`src/rtl/sigma_mem_pkg.sv`:
```
// Shared definitions for the main-memory arbiter: bus widths, requester ids,
// arbiter state encoding and the state-to-grant decode.
// Optional feature macro used by the arbiter: MEM_ARB_ROUND_ROBIN_EN.
package sigma_mem_pkg;

    localparam int ADDR_MSB = 15;
    localparam int ADDR_LSB = 31;
    localparam int ADDR_W   = ADDR_LSB - ADDR_MSB + 1;
    localparam int DATA_W   = 32;
    localparam int BE_W     = 4;
    localparam int CNT_W    = 8;

    localparam logic REQ_CPU = 1'b0;
    localparam logic REQ_IOP = 1'b1;

    typedef enum logic [1:0] {
        ST_IDLE = 2'b00,
        ST_OWN0 = 2'b01,
        ST_OWN1 = 2'b10
    } arb_state_e;

    // One-hot grant vector (bit 0 = CPU, bit 1 = IOP) for a given owner state.
    function automatic logic [0:1] grant_of(input arb_state_e st);
        logic [0:1] g;
        case (st)
            ST_OWN0: g = 2'b10;
            ST_OWN1: g = 2'b01;
            default: g = 2'b00;
        endcase
        return g;
    endfunction

endpackage

```
`src/rtl/mem_arbiter_if.sv`:
```
// Bundle of requester-side and memory-side signals of the arbiter.
// Master modport is the environment (requesters + memory), slave is the arbiter.
// Optional feature macro used by the arbiter: MEM_ARB_ROUND_ROBIN_EN.
interface mem_arbiter_if;
    import sigma_mem_pkg::*;

    logic [0:1]               running;
    logic [0:1]               active;
    logic [ADDR_MSB:ADDR_LSB] address0;
    logic [ADDR_MSB:ADDR_LSB] address1;
    logic [0:DATA_W-1]        data_in0;
    logic [0:DATA_W-1]        data_in1;
    logic [0:BE_W-1]          write_en0;
    logic [0:BE_W-1]          write_en1;
    logic [ADDR_MSB:ADDR_LSB] mem_address;
    logic [0:DATA_W-1]        mem_data_in;
    logic [0:BE_W-1]          mem_write_en;

    modport master (
        output running, address0, address1, data_in0, data_in1, write_en0, write_en1,
        input  active, mem_address, mem_data_in, mem_write_en
    );

    modport slave (
        input  running, address0, address1, data_in0, data_in1, write_en0, write_en1,
        output active, mem_address, mem_data_in, mem_write_en
    );

endinterface

```
`src/rtl/mem_arb_hold_counter.sv`:
```
// Contended-ownership counter: counts owned cycles while the other requester
// waits and flags the last allowed cycle of a turn (count == MAX_HOLD-1).
// Optional feature macro used by the arbiter: MEM_ARB_ROUND_ROBIN_EN.
module mem_arb_hold_counter
    import sigma_mem_pkg::*;
#(
    parameter int MAX_HOLD = 16
) (
    input  logic clock,
    input  logic reset,
    input  logic clear_i,
    input  logic enable_i,
    output logic expired_o
);

    localparam logic [CNT_W-1:0] LIMIT = CNT_W'(MAX_HOLD - 1);
    localparam logic [CNT_W-1:0] ONE   = {{(CNT_W-1){1'b0}}, 1'b1};

    logic [CNT_W-1:0] count_q;
    logic [CNT_W-1:0] count_d;

    // Next count: clear has priority, otherwise count only while contended.
    always_comb begin
        count_d = count_q;
        if (clear_i) begin
            count_d = {CNT_W{1'b0}};
        end else if (enable_i) begin
            count_d = count_q + ONE;
        end else begin
            count_d = count_q;
        end
    end

    // Counter register with synchronous reset.
    always_ff @(posedge clock) begin
        if (reset) begin
            count_q <= {CNT_W{1'b0}};
        end else begin
            count_q <= count_d;
        end
    end

    assign expired_o = enable_i && (count_q == LIMIT);

endmodule

```
`src/rtl/mem_arbiter.sv`:
```
// Two-requester main-memory arbiter (CPU = requester 0, IOP = requester 1).
// Grants one owner at a time with a mandatory IDLE cycle on every handover,
// bounds contended ownership at MAX_HOLD cycles, and muxes the owner's
// address/data/byte enables onto the memory port (zeros while IDLE).
// Macro MEM_ARB_ROUND_ROBIN_EN: contention goes to the requester that did not
// own last; when undefined the IOP always wins contention.
module mem_arbiter
    import sigma_mem_pkg::*;
#(
    parameter int MAX_HOLD = 16
) (
    input  logic          clock,
    input  logic          reset,
    mem_arbiter_if.slave  bus
);

    arb_state_e state_q;
    arb_state_e state_d;
    logic       last_owner_q;
    logic       last_owner_d;
    logic [0:1] active_q;
    logic       hold_clear_s;
    logic       hold_en_s;
    logic       hold_expired_s;

    // The turn counter only runs while the non-owner is waiting.
    always_comb begin
        hold_en_s = 1'b0;
        case (state_q)
            ST_OWN0: hold_en_s = bus.running[1];
            ST_OWN1: hold_en_s = bus.running[0];
            default: hold_en_s = 1'b0;
        endcase
    end

    assign hold_clear_s = (state_q == ST_IDLE);

    mem_arb_hold_counter #(
        .MAX_HOLD (MAX_HOLD)
    ) u_hold (
        .clock     (clock),
        .reset     (reset),
        .clear_i   (hold_clear_s),
        .enable_i  (hold_en_s),
        .expired_o (hold_expired_s)
    );

    // State, last owner and registered grant.
    always_ff @(posedge clock) begin
        if (reset) begin
            state_q      <= ST_IDLE;
            last_owner_q <= REQ_IOP;
            active_q     <= 2'b00;
        end else begin
            state_q      <= state_d;
            last_owner_q <= last_owner_d;
            active_q     <= grant_of(state_d);
        end
    end

    // Next-state: every release goes through IDLE so enables never overlap.
    always_comb begin
        state_d      = state_q;
        last_owner_d = last_owner_q;
        case (state_q)
            ST_IDLE: begin
                case (bus.running)
                    2'b10: state_d = ST_OWN0;
                    2'b01: state_d = ST_OWN1;
                    2'b11: begin
`ifdef MEM_ARB_ROUND_ROBIN_EN
                        if (last_owner_q == REQ_CPU) begin
                            state_d = ST_OWN1;
                        end else begin
                            state_d = ST_OWN0;
                        end
`else
                        state_d = ST_OWN1;
`endif
                    end
                    default: state_d = ST_IDLE;
                endcase
            end
            ST_OWN0: begin
                if (!bus.running[0] || hold_expired_s) begin
                    state_d      = ST_IDLE;
                    last_owner_d = REQ_CPU;
                end else begin
                    state_d = ST_OWN0;
                end
            end
            ST_OWN1: begin
                if (!bus.running[1] || hold_expired_s) begin
                    state_d      = ST_IDLE;
                    last_owner_d = REQ_IOP;
                end else begin
                    state_d = ST_OWN1;
                end
            end
            default: begin
                state_d = ST_IDLE;
            end
        endcase
    end

    // Memory port mux on the registered state; IDLE drives all zeros.
    always_comb begin
        bus.mem_address  = {ADDR_W{1'b0}};
        bus.mem_data_in  = {DATA_W{1'b0}};
        bus.mem_write_en = {BE_W{1'b0}};
        case (state_q)
            ST_OWN0: begin
                bus.mem_address  = bus.address0;
                bus.mem_data_in  = bus.data_in0;
                bus.mem_write_en = bus.write_en0;
            end
            ST_OWN1: begin
                bus.mem_address  = bus.address1;
                bus.mem_data_in  = bus.data_in1;
                bus.mem_write_en = bus.write_en1;
            end
            default: begin
                bus.mem_address  = {ADDR_W{1'b0}};
                bus.mem_data_in  = {DATA_W{1'b0}};
                bus.mem_write_en = {BE_W{1'b0}};
            end
        endcase
    end

    assign bus.active = active_q;

endmodule

```
`src/flat_wrapper.sv`:
```
// flat-port wrapper written by rule: the top's interface ports become plain ports
module mem_arbiter_flat import sigma_mem_pkg::*;
#(
    parameter int MAX_HOLD = 16
)
  (clock, reset, bus_running, bus_address0, bus_address1, bus_data_in0, bus_data_in1, bus_write_en0, bus_write_en1, bus_active, bus_mem_address, bus_mem_data_in, bus_mem_write_en);
  mem_arbiter_if bus_i ();
  input  logic clock;
  input  logic reset;
  input wire logic [$bits(bus_i.running)-1:0] bus_running;
  input wire logic [$bits(bus_i.address0)-1:0] bus_address0;
  input wire logic [$bits(bus_i.address1)-1:0] bus_address1;
  input wire logic [$bits(bus_i.data_in0)-1:0] bus_data_in0;
  input wire logic [$bits(bus_i.data_in1)-1:0] bus_data_in1;
  input wire logic [$bits(bus_i.write_en0)-1:0] bus_write_en0;
  input wire logic [$bits(bus_i.write_en1)-1:0] bus_write_en1;
  output wire logic [$bits(bus_i.active)-1:0] bus_active;
  output wire logic [$bits(bus_i.mem_address)-1:0] bus_mem_address;
  output wire logic [$bits(bus_i.mem_data_in)-1:0] bus_mem_data_in;
  output wire logic [$bits(bus_i.mem_write_en)-1:0] bus_mem_write_en;
  assign bus_i.running = bus_running;
  assign bus_i.address0 = bus_address0;
  assign bus_i.address1 = bus_address1;
  assign bus_i.data_in0 = bus_data_in0;
  assign bus_i.data_in1 = bus_data_in1;
  assign bus_i.write_en0 = bus_write_en0;
  assign bus_i.write_en1 = bus_write_en1;
  assign bus_active = bus_i.active;
  assign bus_mem_address = bus_i.mem_address;
  assign bus_mem_data_in = bus_i.mem_data_in;
  assign bus_mem_write_en = bus_i.mem_write_en;
  mem_arbiter #(.MAX_HOLD(MAX_HOLD)) u_core (.clock(clock), .reset(reset), .bus(bus_i));
endmodule
```
`config.mk`:
```
export PLATFORM = sky130hd
export DESIGN_NAME = mem_arbiter_flat
export DESIGN_NICKNAME = d
export VERILOG_FILES = /design/src/rtl/sigma_mem_pkg.sv /design/src/rtl/mem_arbiter_if.sv /design/src/rtl/mem_arb_hold_counter.sv /design/src/rtl/mem_arbiter.sv /design/src/flat_wrapper.sv
export SDC_FILE = /design/constraint.sdc
export NUM_CORES = 1
export LEC_CHECK = 0
export ABC_AREA = 1
export CAP_MARGIN = 20
export CORE_UTILIZATION = 29
export CTS_CLUSTER_DIAMETER = 150
export DETAILED_ROUTE_END_ITERATION = 8
export MAX_ROUTING_LAYER = met4
export PLACE_DENSITY = 0.86
export REMOVE_ABC_BUFFERS = 1
export SLEW_MARGIN = 20
export SYNTH_ARGS = -nofsm -noshare
export SYNTH_HDL_FRONTEND = slang
export SYNTH_SLANG_ARGS = --single-unit
```
`constraint.sdc`:
```
create_clock -name clock -period 2.34 [get_ports clock]
set_input_delay 0.351 -clock clock [delete_from_list [all_inputs] [get_ports clock]]
set_output_delay 0.351 -clock clock [all_outputs]
set_load 0.02 [all_outputs]
```
# Word-level counts from Yosys, hierarchy flattened

Index checks and enable logic that the tools add are counted.

Input bits: 110
Flip-flop bits (word level): 12
Logic and storage cells: 29
Output and inout port bits: 55

Eq/ne operators: 8
Add/sub/neg operators: 1
Mux-type cells: 9
Reductions and logical operators: 8

Operators by type and width:

| kind                                                                   | count |
|---|---|
| 32-bit case mux with 2 select lines                                    | 1 |
| 17-bit case mux with 2 select lines                                    | 1 |
| 8-bit by 1-bit adder with 8-bit output (second input constant)         | 1 |
| 2-bit equality test (second input constant)                            | 4 |
| 8-bit by 4-bit equality test with 1-bit output (second input constant) | 1 |
| 2-bit case mux with 2 select lines                                     | 2 |
| 4-bit case mux with 2 select lines                                     | 1 |
| 2-bit by 1-bit equality test with 1-bit output (second input constant) | 3 |
| 2-bit case mux with 3 select lines                                     | 1 |
| 2-bit OR reduction                                                     | 2 |
| 1-bit logical NOT                                                      | 2 |
| 2-bit logical NOT                                                      | 1 |
| 1-bit logical OR                                                       | 2 |
| 2-bit 2-to-1 mux                                                       | 1 |
| 1-bit case mux with 2 select lines                                     | 1 |
| 1-bit logical AND                                                      | 1 |
| 1-bit 2-to-1 mux                                                       | 1 |

# Depth between registers and ports, before layout

Word-level depth: 8
Depth in mapped cells: 10
Gate-level depth less buffers: 9

# Hierarchy

From an unflattened synthesis, not the netlist that was laid out.

Cell total of the unflattened synthesis: 268
Area total of the unflattened synthesis: 1455.1 um2

Modules (own cells, without submodules):

| module               | area an instance (um2) | instances | sequential area each (um2) | cells each |
|---|---|---|---|---|
| mem_arbiter          | 1068.5                 | 1         | 80.1                       | 214 |
| mem_arb_hold_counter | 386.6                  | 1         | 160.2                      | 54 |

# Worst setup path before layout

Ideal clock, no wire load.

Path type: reg-to-output
From: register u_core.state_q[0]
To: output port bus_mem_data_in[10]
Cell stages (with the launch flop): 7
Buffers on the path: 2
Data required time: 1.989 ns
Data arrival time: 1.342 ns
Setup slack: 0.647 ns
Cell sequence: dfxtp_1 inv_1 ha_1 buf_4 clkbuf_1 nand2_1 a21oi_1

Longest elaborated chain between the ends: 2
Elaborated cells on any way between the ends: 3
Classes of those cells: eq/ne: 2; mux: 1

RTL lines:

| element                                                                               | line               | source |
|---|---|---|
| from (decl)                                                                           | mem_arbiter.sv:17  | `arb_state_e state_q;` |
| from (signal assigned)                                                                | mem_arbiter.sv:55  | `state_q <= state_d;` |
| 2-bit equality test or 2-bit by 1-bit equality test with 1-bit output (tied branches) | mem_arbiter.sv:111 | `case (state_q)` |
| 32-bit case mux with 2 select lines (*)                                               | mem_arbiter.sv:111 |  |
| to (decl)                                                                             | flat_wrapper.sv:19 | `output wire logic [$bits(bus_i.mem_data_in)-1:0] bus_mem_data_in;` |

Every way passes the cells marked *; elsewhere a longest branch is shown, timed or not.

# Worst setup path in the final report

From: register u_core.state_q[0]
To: output port bus_mem_data_in[29]

Same word-level chain as after synthesis.

==> impl_metrics.py <==
metrics = {
    "outcome": {
        "outcome": "completed",
    },
    "route": {
        "vias": 2312,
        "first_pass_iters": 5,
        "drc": 0,
        "first_iter_violations": 153,
        "vias_per_cell": 4.80,
        "routed_wl_mm": 6.77,
        "ant_nets": 0,
        "routedWlPerCell_um": 14.0,
    },
    "placed_design": {
        "place_ws_ns": 0.145,
        "dp_cells": 478,
        "gp_congestion": 0.903,
        "dp_hpwl_mm": 5.25,
        "placed_area_um2": 3140,
        "port-buffer-count": 164,
    },
    "worst_hold_path": {
        "hold_class": "reg -> reg",
        "hold_end": "u_core.u_hold.count_q[3]",
        "hp-start": "u_core.u_hold.count_q[3]",
        "hold_depth": 2,
    },
    "cts": {
        "cts_tree": "yes",
        "cts_setup_buffers": 0,
        "insertion_delay_ns": 0.25,
        "htreeDepth": 1,
        "cts_buffer_depth": 2,
        "postCtsHoldBufs": 0,
        "clk_pin_slew_ns": 0.06,
        "clockRootBuffer": "clkbuf_8",
        "clock_sinks": 12,
        "numCtsBuffers": 3,
    },
    "critical_path": {
        "path_max_fanout": 21,
        "cp-start-kind": "register",
        "cp_num_cells": 6,
        "reg2reg_from": "u_core.state_q[0]",
        "r2r_end": "u_core.u_hold.count_q[5]",
        "worstPathRequired_ns": 1.99,
        "crit_family": "buffers and inverters",
        "slowest_stage": "dfxtp_1",
        "crit_type": "reg -> out",
        "crit_chain": "inv_1 -> ha_1 -> inv_2 -> buf_12 -> a21oi_1 -> dlygate4sd2_1",
        "path_buf_inv": 4,
        "reg2regPathDepth": 8,
        "ff2ff_setup_slack_ns": 0.49,
        "end_kind": "output port",
        "cp_slowest_stage_delay_ns": 0.37,
        "critPathArrivalTime_ns": 1.85,
    },
    "floorplan": {
        "die_area_um2": 5130,
        "die_h_um": 71.6,
        "rows": 24,
        "die_w_um": 71.6,
        "start_util_pct": 31.2,
        "ios": 165,
        "core_um2": 4500,
    },
    "synth": {
        "yosys.area_share.simple_pct": 43.0,
        "synth.area.top_cells": "nand2_1 (34%), a21oi_1 (21%), dfxtp_1 (17%)",
        "synthMuxAreaShare_pct": 0,
        "yosysWarnings": 0,
        "synthCells": 272,
        "avgSynthCellArea_um2": 5.17,
        "synth-compound-area-share_pct": 24.6,
        "yosys.area_share.adder_pct": 4.45,
        "synth_top_area_share_pct": 33.9,
        "synth_area_um2": 1410,
        "synth_top_family_by_area": "simple AND/OR/NAND/NOR gates",
        "synth_top_area_cell": "nand2_1",
        "synth.distinct_cells": 22,
        "seq_area_frac_synth_pct": 17.1,
        "synth_xor_area_share_pct": 0,
        "yosys_register_bits": 12,
    },
    "finish": {
        "drive_gt1_share_pct": 4.42,
        "synthToLayoutAreaGrowth_pct": 125,
        "final_area_um2": 3160,
        "layoutNonFillerInstCount": 482,
        "antenna_cells": 0,
        "nets": 546,
        "nFillCells": 410,
    },
    "timing": {
        "min_period_ns": 2.20,
        "fin_worst_skew_ns": 0.00170,
        "fmax_ghz": 0.454,
        "finalCritPeriodShare_pct": 94.1,
        "setup_ws_ns": 0.139,
        "worst_pin_slew_ns": 0.394,
        "rsz0062_at_grt": "no",
        "setup_violations": 0,
        "maxSlewViolCount": 0,
        "fin_setup_tns_ns": 0,
        "finalHoldViolCount": 0,
        "timing.slew.headroom_pct": 73.6,
    },
    "job": {
        "max_cap_violations": 0,
    },
    "pwr": {
        "ir_drop_mv": 0.334,
        "cellPowerDensity_nw_per_um2": 281,
        "p_leak_uw": 0.00149,
        "finalPower_uw": 887,
    },
    "grt": {
        "grt_first_pass_wirelength_mm": 10.4,
        "grt_usage_pct": 26.2,
        "overflow": 0,
        "antenna_found_initial": 0,
        "grt_max_degree": 41,
        "grt_pass1_vias": 2290,
    },
}
==> worst min-delay path: stages, from the launching register on <==
cell     delay (ns)
dfxtp_1        0.33
inv_1          0.07
a21oi_1        0.05
==> cell type report <==
type | count | area (um2) | area share [%]
Inverter | 19 | 71.3 | 2.26
Clock buffer | 4 | 55.1 | 1.74
Sequential cell | 12 | 240 | 7.60
Multi-Input combinational cell | 224 | 1020 | 32.2
Tap cell | 52 | 65.1 | 2.06
Timing Repair Buffer | 171 | 1710 | 54.2
==> Yosys cell counts, drive strengths merged <==
cell type  count
a21oi         59
a31oi          1
and3           1
buf           16
clkbuf         1
dfxtp         12
ha             5
inv           19
nand2        130
nand3          4
nand4          2
nor2          14
nor3           1
nor3b          1
o21ai          5
o21bai         1
==> layer usage <==
metal,GRT usage (%),routed length [um],vias up
li1,-,-,1177
met1,27.2,2620,1007
met2,49.3,3420,109
met3,4.50,536,19
met4,9.15,191,0
met5,-,0,-
==> layout by cell type, fill, tap and decap left out, types with 9 or more instances in the layout <==
cell type and n:
dlymetal6s2s_1 9, nand2_1 127, dfxtp_1 12, inv_1 18
a21oi_1 58, dlygate4sd2_1 44, clkdlybuf4s50_1 111, nor2_1 14
==> report_power, final <==
part           total, uW  internal [uW]  switching, uW
sequential           211            209           2.46
combinational        442            250            192
clock                234            149           85.2
total                887            608            280
==> repair_timing <==
item	4_1_cts	5_1_grt
resized for setup	44	9
endpoints found under the setup margin	44	9
hold endpoints to repair	0	0
==> worst max path at each step <==
stage | from | endpoint
2_1_floorplan | u_core.state_q[1] | bus_mem_address[0]
3_3_place_gp | u_core.state_q[0] | bus_mem_data_in[0]
3_5_place_dp | u_core.state_q[0] | bus_mem_data_in[29]
4_1_cts | u_core.state_q[0] | bus_mem_data_in[4]
5_1_grt | u_core.state_q[0] | bus_mem_data_in[19]
6_report | u_core.state_q[0] | bus_mem_data_in[29]
==> stage by stage <==
stage	hold slack [ns]	utilization (%)
after floorplan	0.452	-
after CTS	0.491	69.7
after global routing	0.531	70.2
after detailed placement	0.485	69.7
after global placement	0.476	69.7
final	0.492	70.2
==> state kept, by name, summed over array words and instances, names as in the netlist <==
name,cells
u_core.u_hold.count_q,8
u_core.bus.active,2
u_core.state_q,2
==> kinds of logic after synthesis <==
logic type,Yosys count
compound gates,66
fa+ha+maj,5
buf+inv,36
flops,12
simple gates,153
No activity file was read; power rests on OpenSTA's default activity.
